## config.mk

```make
export PLATFORM = sky130hd
export DESIGN_NAME = step_pattern_player_flat
export DESIGN_NICKNAME = d
export VERILOG_FILES = /design/src/rtl/step_pattern_player_if.sv /design/src/rtl/step_pattern_player.sv /design/src/flat_wrapper.sv
export SDC_FILE = /design/constraint.sdc
export NUM_CORES = 1
export LEC_CHECK = 0
export CAP_MARGIN = 20
export CELL_PAD_IN_SITES_DETAIL_PLACEMENT = 0
export CELL_PAD_IN_SITES_GLOBAL_PLACEMENT = 1
export CORE_MARGIN = 2
export CORE_UTILIZATION = 42
export CTS_CLUSTER_SIZE = 16
export DETAILED_ROUTE_END_ITERATION = 16
export GPL_TIMING_DRIVEN = 0
export PLACE_DENSITY = 0.82
export SLEW_MARGIN = 20
export SYNTH_ARGS = -nofsm -noshare
export SYNTH_HDL_FRONTEND = slang
export SYNTH_SLANG_ARGS = --single-unit
```

## constraint.sdc

```tcl
create_clock -name clk -period 6.3 [get_ports clk]
set_input_delay 0.945 -clock clk [delete_from_list [all_inputs] [get_ports clk]]
set_output_delay 0.945 -clock clk [all_outputs]
set_load 0.01 [all_outputs]
```

## src/rtl/step_pattern_player_if.sv

```systemverilog
// Bundle between the 29-step one-hot stepper side and the pattern player:
// step/control inputs towards the player, registered status back.
interface step_pattern_player_if #(
  parameter int N_STEPS = 29,
  parameter int FCNT_W  = 8
);
  logic [N_STEPS-1:0] step;
  logic               enable;
  logic [N_STEPS-1:0] pat_in;
  logic               pat_load;
  logic               err_clr;
  logic               pat_bit;
  logic               frame_done;
  logic [FCNT_W-1:0]  frame_cnt;
  logic               pend;
  logic               err;
  logic [1:0]         err_code;

  // Driver of steps and control (stepper / host side).
  modport master (
    output step, enable, pat_in, pat_load, err_clr,
    input  pat_bit, frame_done, frame_cnt, pend, err, err_code
  );

  // The pattern player itself.
  modport slave (
    input  step, enable, pat_in, pat_load, err_clr,
    output pat_bit, frame_done, frame_cnt, pend, err, err_code
  );
endinterface

```

## src/rtl/step_pattern_player.sv

```systemverilog
// Step pattern player: follows a one-hot stepper, checks the step order,
// plays one bit per step from a pattern that is only swapped at frame
// boundaries, counts completed frames and latches sequence errors.
module step_pattern_player #(
  parameter int N_STEPS = 29,
  parameter int FCNT_W  = 8
) (
  input  logic                  clk,
  input  logic                  rst,
  step_pattern_player_if.slave  bus
);

  localparam int IDX_W = $clog2(N_STEPS);

  localparam logic [1:0] ERR_NONE   = 2'b00;
  localparam logic [1:0] ERR_ONEHOT = 2'b01;
  localparam logic [1:0] ERR_ORDER  = 2'b10;

  typedef enum logic [1:0] {
    S_IDLE,
    S_SYNC,
    S_RUN
  } state_t;

  state_t               state_q,      state_d;
  logic [IDX_W-1:0]     prev_idx_q,   prev_idx_d;
  logic [N_STEPS-1:0]   active_q,     active_d;
  logic [N_STEPS-1:0]   pending_q,    pending_d;
  logic                 pend_q,       pend_d;
  logic                 pat_bit_q,    pat_bit_d;
  logic                 frame_done_q, frame_done_d;
  logic [FCNT_W-1:0]    frame_cnt_q,  frame_cnt_d;
  logic                 err_q,        err_d;
  logic [1:0]           err_code_q,   err_code_d;

  logic [IDX_W-1:0]     idx;
  logic [IDX_W-1:0]     exp_idx;
  logic                 is_onehot;
  logic                 boundary;
  logic                 accept;

  // Step decode: index of the hot bit (only meaningful when one-hot) and the
  // index the stepper is expected to present next.
  always_comb begin
    idx = '0;
    for (int i = 0; i < N_STEPS; i++) begin
      if (bus.step[i]) idx = idx | IDX_W'(i);
    end
    is_onehot = (bus.step != '0) &&
                ((bus.step & (bus.step - N_STEPS'(1))) == '0);
    exp_idx   = (prev_idx_q == IDX_W'(N_STEPS - 1)) ? '0 : prev_idx_q + IDX_W'(1);
  end

  // Next-state logic: sequencing FSM, pattern swap, frame counting, errors.
  always_comb begin
    // NOTE: every signal assigned here gets a default first; a path that
    // forgets one would otherwise infer a latch.
    state_d      = state_q;
    prev_idx_d   = prev_idx_q;
    active_d     = active_q;
    pending_d    = pending_q;
    pend_d       = pend_q;
    pat_bit_d    = 1'b0;
    frame_done_d = 1'b0;
    frame_cnt_d  = frame_cnt_q;
    err_d        = bus.err_clr ? 1'b0 : err_q;
    err_code_d   = bus.err_clr ? ERR_NONE : err_code_q;
    boundary     = 1'b0;
    accept       = 1'b0;

    if (!bus.enable) begin
      state_d = S_IDLE;
    end else begin
      unique case (state_q)
        S_IDLE: state_d = S_SYNC;
        S_SYNC: begin
          // Anything other than a clean step 0 is silently skipped here.
          if (bus.step == N_STEPS'(1)) begin
            state_d    = S_RUN;
            prev_idx_d = '0;
            boundary   = 1'b1;
            accept     = 1'b1;
          end
        end
        S_RUN: begin
          if (!is_onehot) begin
            err_d      = 1'b1;
            err_code_d = ERR_ONEHOT;
            state_d    = S_SYNC;
          end else if (idx != exp_idx) begin
            err_d      = 1'b1;
            err_code_d = ERR_ORDER;
            state_d    = S_SYNC;
          end else begin
            prev_idx_d = idx;
            accept     = 1'b1;
            if (idx == '0) begin
              // Legal wrap: both a frame boundary and a completed frame.
              boundary     = 1'b1;
              frame_done_d = 1'b1;
              frame_cnt_d  = frame_cnt_q + FCNT_W'(1);
            end
          end
        end
        default: state_d = S_IDLE;
      endcase
    end

    // The pending pattern is promoted before step 0's bit is selected, and
    // only the value pending before this cycle is eligible.
    if (boundary && pend_q) begin
      active_d = pending_q;
      pend_d   = 1'b0;
    end

    // A load coinciding with a boundary stays pending for the next one.
    if (bus.pat_load) begin
      pending_d = bus.pat_in;
      pend_d    = 1'b1;
    end

    if (accept) pat_bit_d = |(active_d & bus.step);
  end

  // State and output registers with synchronous reset.
  always_ff @(posedge clk) begin
    // NOTE: non-blocking assignments so every register samples the values
    // from before this edge, independent of statement order.
    if (rst) begin
      state_q      <= S_IDLE;
      prev_idx_q   <= '0;
      active_q     <= '0;
      pending_q    <= '0;
      pend_q       <= 1'b0;
      pat_bit_q    <= 1'b0;
      frame_done_q <= 1'b0;
      frame_cnt_q  <= '0;
      err_q        <= 1'b0;
      err_code_q   <= ERR_NONE;
    end else begin
      state_q      <= state_d;
      prev_idx_q   <= prev_idx_d;
      active_q     <= active_d;
      pending_q    <= pending_d;
      pend_q       <= pend_d;
      pat_bit_q    <= pat_bit_d;
      frame_done_q <= frame_done_d;
      frame_cnt_q  <= frame_cnt_d;
      err_q        <= err_d;
      err_code_q   <= err_code_d;
    end
  end

  assign bus.pat_bit    = pat_bit_q;
  assign bus.frame_done = frame_done_q;
  assign bus.frame_cnt  = frame_cnt_q;
  assign bus.pend       = pend_q;
  assign bus.err        = err_q;
  assign bus.err_code   = err_code_q;

endmodule

```

## src/flat_wrapper.sv

```systemverilog
// flat-port wrapper written by rule: the top's interface ports become plain ports
module step_pattern_player_flat 
#(
  parameter int N_STEPS = 29,
  parameter int FCNT_W  = 8
)
  (clk, rst, bus_step, bus_enable, bus_pat_in, bus_pat_load, bus_err_clr, bus_pat_bit, bus_frame_done, bus_frame_cnt, bus_pend, bus_err, bus_err_code);
  step_pattern_player_if #(.N_STEPS(N_STEPS), .FCNT_W(FCNT_W)) bus_i ();
  input  logic clk;
  input  logic rst;
  input wire logic [$bits(bus_i.step)-1:0] bus_step;
  input wire logic [$bits(bus_i.enable)-1:0] bus_enable;
  input wire logic [$bits(bus_i.pat_in)-1:0] bus_pat_in;
  input wire logic [$bits(bus_i.pat_load)-1:0] bus_pat_load;
  input wire logic [$bits(bus_i.err_clr)-1:0] bus_err_clr;
  output wire logic [$bits(bus_i.pat_bit)-1:0] bus_pat_bit;
  output wire logic [$bits(bus_i.frame_done)-1:0] bus_frame_done;
  output wire logic [$bits(bus_i.frame_cnt)-1:0] bus_frame_cnt;
  output wire logic [$bits(bus_i.pend)-1:0] bus_pend;
  output wire logic [$bits(bus_i.err)-1:0] bus_err;
  output wire logic [$bits(bus_i.err_code)-1:0] bus_err_code;
  assign bus_i.step = bus_step;
  assign bus_i.enable = bus_enable;
  assign bus_i.pat_in = bus_pat_in;
  assign bus_i.pat_load = bus_pat_load;
  assign bus_i.err_clr = bus_err_clr;
  assign bus_pat_bit = bus_i.pat_bit;
  assign bus_frame_done = bus_i.frame_done;
  assign bus_frame_cnt = bus_i.frame_cnt;
  assign bus_pend = bus_i.pend;
  assign bus_err = bus_i.err;
  assign bus_err_code = bus_i.err_code;
  step_pattern_player #(.N_STEPS(N_STEPS), .FCNT_W(FCNT_W)) u_core (.clk(clk), .rst(rst), .bus(bus_i));
endmodule
```

==> results of run 1 <==
-- area by class of cell --
class | count | share of cell area
Inverter | 15 | 0.0113
Multi-Input combinational cell | 315 | 0.439
Tap cell | 111 | 0.0279
Sequential cell | 79 | 0.317
Clock buffer | 11 | 0.0284
Clock inverter | 5 | 0.00678
Buffer | 19 | 0.0186
Timing Repair Buffer | 75 | 0.151
-- kinds of logic after synthesis --
logic type      synth area share
buf+inv                   0.0380
compound gates             0.129
xor+xnor                  0.0156
fa+ha+maj                 0.0217
mux                        0.161
flops                      0.403
simple gates               0.231
-- registers in the layout (all words and copies together) (netlist names) --
| register | count |
|---|---|
| u_core.active_q | 29 |
| u_core.pending_q | 29 |
| u_core.bus.frame_cnt | 8 |
| u_core.prev_idx_q | 5 |
| u_core.bus.err_code | 2 |
| u_core.state_q | 2 |
| u_core.bus.err | 1 |
| u_core.bus.frame_done | 1 |
| u_core.bus.pat_bit | 1 |
| u_core.bus.pend | 1 |
-- report_power, final --
part           internal (mW)  leakage [nW]  switching (mW)
logic                 0.0570          1.06          0.0515
clock network          0.153        0.0853           0.190
registers              0.511         0.643         0.00688
-- final timing paths --
path | start | end | slack (ns)
worst min register to register | u_core.bus.frame_cnt[7]$_SDFFE_PP0P_ | u_core.bus.frame_cnt[7]$_SDFFE_PP0P_ | 0.48
worst max-delay path | bus_step[8] | u_core.bus.pat_bit$_SDFF_PP0_ | 1.49
worst max register to register | u_core.prev_idx_q[0]$_SDFFE_PP0P_ | u_core.bus.pat_bit$_SDFF_PP0_ | 3.08
worst min-delay path | u_core.bus.frame_cnt[7]$_SDFFE_PP0P_ | u_core.bus.frame_cnt[7]$_SDFFE_PP0P_ | 0.48
-- critical path, stage by stage --
cell and delay [ns]:
clkdlybuf4s50_1 0.53, or4_4 0.59, or4b_4 0.52, buf_6 0.15, a2111oi_0 0.35, a21oi_1 0.09, nor4_2 0.50, a31o_2 0.26
buf_4 0.20, mux2i_1 0.29, o21ai_0 0.11, nor4_1 0.35, a211oi_1 0.13
-- stage by stage --
stage               hold WS (ns)  cell area [um^2]
floorplan                  0.450              3920
global placement           0.468              4810
detailed placement         0.478              4810
CTS                        0.489              4980
global route               0.525              4980
finish                     0.483              4980
-- metal layers --
layer	vias up	GRT usage	wire length, um
li1	1731	-	-
met1	1618	0.265	4710
met2	102	0.351	4960
met3	22	0.0492	544
met4	0	0.102	303
met5	-	0	0
-- cells in the mapped netlist, types with 2 or more instances --
master / n / share of area
dfxtp_1: 79 / 0.40
nor2_1: 76 / 0.073
mux2i_1: 62 / 0.16
nand2_1: 16 / 0.015
inv_1: 15 / 0.014
a21oi_1: 11 / 0.014
clkbuf_1: 11 / 0.011
or4_1: 10 / 0.019
a22oi_1: 9 / 0.017
nor4_1: 9 / 0.014
o21ai_0: 8 / 0.010
or2_2: 7 / 0.011
ha_1: 6 / 0.019
nand3_1: 6 / 0.0077
nor2b_1: 5 / 0.0080
or3_1: 5 / 0.0080
nand2b_1: 4 / 0.0064
nand4_1: 4 / 0.0064
nor3_1: 4 / 0.0051
o22ai_1: 4 / 0.0064
o31ai_1: 4 / 0.0077
xnor2_1: 4 / 0.0089
a211oi_1: 3 / 0.0057
a31oi_1: 3 / 0.0048
and2_1: 3 / 0.0048
and4b_1: 3 / 0.0077
buf_1: 3 / 0.0029
o2111ai_1: 3 / 0.0067
o41ai_1: 3 / 0.0067
xor2_1: 3 / 0.0067
a221oi_1: 2 / 0.0045
and3_1: 2 / 0.0032
and4_1: 2 / 0.0045
buf_2: 2 / 0.0026
buf_6: 2 / 0.0057
nand4_2: 2 / 0.0064
o211ai_1: 2 / 0.0038
o31a_1: 2 / 0.0045
o32ai_1: 2 / 0.0045
==> results.cfg, run 1 <==
[worst_hold_path]
holdPathStages = 2
hp-class = flip-flop to flip-flop

[sta]
slew_headroom = 0.491
setup_viol = 0
final_hold_viol_count = 0
worst_slack_ns = 1.49
rsz0062_at_grt = no
period_share = 0.763
fin_crit_ns = 4.81
worst_slew_pin_slew_ns = 0.756
setup-tns-final_ns = 0
final_max_slew_viol_count = 0
finClkSkew_ns = 0.00523
max_freq_ghz = 0.208

[clocking]
cts_sinks = 79
clk_latency_ns = 0.36
clk_path_buf_depth = 2
htree_levels = 3
holdBufCountCts = 0
clk_pin_slew_ns = 0.08
cts-buffers-inserted = 9
postCtsSetupBuffers = 0
cts-root-buf = clkbuf_8
post_cts_resized = 0
cts_tree = done

[critical_path]
setup.worst_path.class = input pin to flip-flop
cp_max_fo = 10
required_ns = 6.52
reg2regPathDepth = 12
worstPathArrival_ns = 5.03
crit_path_end_kind = flip-flop
critPathLaunchType = input pin

[place]
pre_cts_ws_ns = 1.10
place_hpwl_um = 8230
place.gp.congestion = 0.938
port_buffers = 75
dp.cells = 614

[cells_and_area]
stdcell_count = 630
most-common-layout-cells = dfxtp_1 (79), nor2_1 (76), clkdlybuf4s50_1 (75)
fill_cells = 863
drive_gt1_frac = 0.0809
multi_input_area_um2 = 2190
mostFrequentLayoutCell = dfxtp_1
seq_area_um2 = 1580
n_antenna_cell = 0
area_delta_synth_final_pct = 27.2
fin_util = 0.545
layout.nets = 583

[drt]
vias_per_cell = 5.51
drt_iter0_markers = 155
vias = 3473
postRouteAntennaNets = 0
firstDrtPassIters = 4
drt_wl_total_um = 10500
drc = 0
wl_per_cell_um = 16.7

[status]
status = completed

[synthesis]
syn_nets = 497
netlist_area_um2 = 3920
async_reset_ff_frac = 0
syn_inst = 428
yosysSeqAreaShare = 0.403
synth_warnings = 0
ys.flop_type = dfxtp_1
synth_edf_count = 0
ys_types = 66
syn_avg_cell_area_um2 = 9.16
ys_ff_latch = 79

[global_route]
grt_pass1_wl_um = 16700
antenna_found_initial = 0
grt_max_degree = 14
overflow = 0
grt_pass1_vias = 3338
track_usage = 0.214

[floorplan]
die_x_um = 101
initial_core_util = 0.428
rows = 35
core_area_um2 = 9150
io-pin-count = 77
dieArea_um2 = 10100
chipHeight_um = 101

[power_and_ir_drop]
powerDensity_nw_per_um2 = 194
leakage_nw = 1.79
p_total_mw = 0.969
vdd_drop_max_uv = 132

[job]
drv_cap = 0
Power figures use the tool's default switching activity.
==> inputs of run 2 (changes only) <==
--- a/config.mk
+++ b/config.mk
@@ -9,11 +9,11 @@
 export CELL_PAD_IN_SITES_DETAIL_PLACEMENT = 0
 export CELL_PAD_IN_SITES_GLOBAL_PLACEMENT = 1
 export CORE_MARGIN = 2
-export CORE_UTILIZATION = 42
+export CORE_UTILIZATION = 39
 export CTS_CLUSTER_SIZE = 16
 export DETAILED_ROUTE_END_ITERATION = 16
 export GPL_TIMING_DRIVEN = 0
-export PLACE_DENSITY = 0.82
+export PLACE_DENSITY = 0.77
 export SLEW_MARGIN = 20
 export SYNTH_ARGS = -nofsm -noshare
 export SYNTH_HDL_FRONTEND = slang
==> constraint.sdc (replaced) <==
create_clock -name clk -period 4.73 [get_ports clk]
set_input_delay 0.7095 -clock clk [delete_from_list [all_inputs] [get_ports clk]]
set_output_delay 0.7095 -clock clk [all_outputs]
set_load 0.01 [all_outputs]
==> results.cfg, run 2 (same netlist as run 1, synthesis figures left out) <==
[status]
status = completed

[place]
place_hpwl_um = 8310
place.gp.congestion = 0.919
detailed_place.area_um2 = 4840
port_buffers = 75

[critical_path]
critPathLaunchType = input pin
crit_path_end_kind = flip-flop
setup.worst_path.class = input pin to flip-flop
required_ns = 4.95
critical_path.startpoint = bus_step[8]
cp_max_fo = 10
timing.rr.start = u_core.prev_idx_q[0]$_SDFFE_PP0P_
worstPathArrival_ns = 4.74

[cells_and_area]
fin_area_um2 = 5060
mostFrequentLayoutCell = dfxtp_1
n_antenna_cell = 0
most-common-layout-cells = dfxtp_1 (79), nor2_1 (76), clkdlybuf4s50_1 (75)
multi_input_area_um2 = 2210
area_delta_synth_final_pct = 29.1
seq_area_um2 = 1580
drive_gt1_frac = 0.0848
layout.nets = 583
fill_cells = 942

[floorplan]
initial_core_util = 0.401
chipHeight_um = 104
core_area_um2 = 9770
io-pin-count = 77
dieArea_um2 = 10900
die_x_um = 104
rows = 36

[sta]
worst_slew_pin_slew_ns = 0.818
fin_crit_ns = 4.52
period_share = 0.956
final_max_slew_viol_count = 0
rsz0062_at_grt = no
final_hold_viol_count = 0
max_freq_ghz = 0.221
setup_viol = 0
finClkSkew_ns = 0.0100
slew_headroom = 0.455

[job]
drv_cap = 0

[drt]
drc = 0
postRouteAntennaNets = 0
vias_per_cell = 5.27
drt_wl_total_um = 10600
wl_per_cell_um = 16.2
firstDrtPassIters = 4
drt_iter0_markers = 141
vias = 3439

[clocking]
cts_tree = done
clk_path_buf_depth = 2
cts_sinks = 79
postCtsSetupBuffers = 0
cts-buffers-inserted = 9
clk_pin_slew_ns = 0.08
cts-root-buf = clkbuf_8
clk_latency_ns = 0.35
htree_levels = 3

[worst_hold_path]
hp-start = u_core.bus.frame_cnt[7]$_SDFFE_PP0P_
hp-class = flip-flop to flip-flop

[global_route]
grt_pass1_wl_um = 17200
grt_max_degree = 15
overflow = 0
antenna_found_initial = 0
grt_pass1_vias = 3429
track_usage = 0.198

[power_and_ir_drop]
leakage_nw = 1.82
vdd_drop_max_uv = 170
powerDensity_nw_per_um2 = 269
p_total_mw = 1.36
run 2: changes by cell type in the layout (fill, tap and decap cells not counted), sizes merged:
cell and change:
clkbuf -1, inv +1, clkinv +1, clkinvlp -2, bufinv +1
run 2: critical path: stages:
cell	delay, ns
clkdlybuf4s50_1	0.53
or4_4	0.61
or4b_4	0.53
buf_6	0.15
o41ai_1	0.34
nand2_1	0.15
nor4_4	0.38
a31o_2	0.23
buf_4	0.20
mux2i_1	0.27
o22ai_1	0.13
nor4_1	0.35
a211oi_1	0.15
run 2: repair_timing:
action | CTS | global route
resized for setup | 0 | 3
hold buffers | 0 | 0
endpoints found under the setup margin | 0 | 1
run 2: path summary, 6_finish.rpt:
kind / cells past startpoint / to / slack [ns]
setup / recovery: 13 / u_core.bus.pat_bit$_SDFF_PP0_ / 0.21
hold / removal: 2 / u_core.bus.frame_cnt[7]$_SDFFE_PP0P_ / 0.48
setup reg to reg: 13 / u_core.bus.pat_bit$_SDFF_PP0_ / 1.48
hold reg to reg: 2 / u_core.bus.frame_cnt[7]$_SDFFE_PP0P_ / 0.48
run 2: metal layers:
layer  track usage  part of all wire  vias to the layer above
met2         0.339              0.48                       76
met5             0                 0                        -
met3        0.0470             0.047                       17
met1         0.245              0.46                     1600
li1              -                 -                     1746
met4        0.0666             0.015                        0
run 2: final cells by class:
| class | count | area share |
|---|---|---|
| clock inverters | 6 | 0.0136 |
| clock buffers | 10 | 0.0272 |
| inverters | 15 | 0.0111 |
| repair buffers | 75 | 0.148 |
| multi-input cells | 315 | 0.436 |
| flip-flops and latches | 79 | 0.313 |
| well taps | 133 | 0.0329 |
| plain buffers | 19 | 0.0183 |
run 2: stage by stage:
stage               setup slack (ns)  hold WS [ns]  instances  TNS (ns)  utilization
floorplan                      0.835         0.450        428         0            -
global placement              -0.226         0.467        636    -0.226        0.495
detailed placement            -0.214         0.479        636    -0.214        0.495
CTS                            0.160         0.493        652         0        0.516
global route                  0.0306         0.526        652         0        0.518
finish                         0.210         0.482        652         0        0.518
run 2: report_power, final:
group	internal [mW]	switching, mW	total [mW]
clock network	0.262	0.262	0.524
logic	0.0760	0.0692	0.145
registers	0.680	0.00947	0.690
total	1.02	0.341	1.36
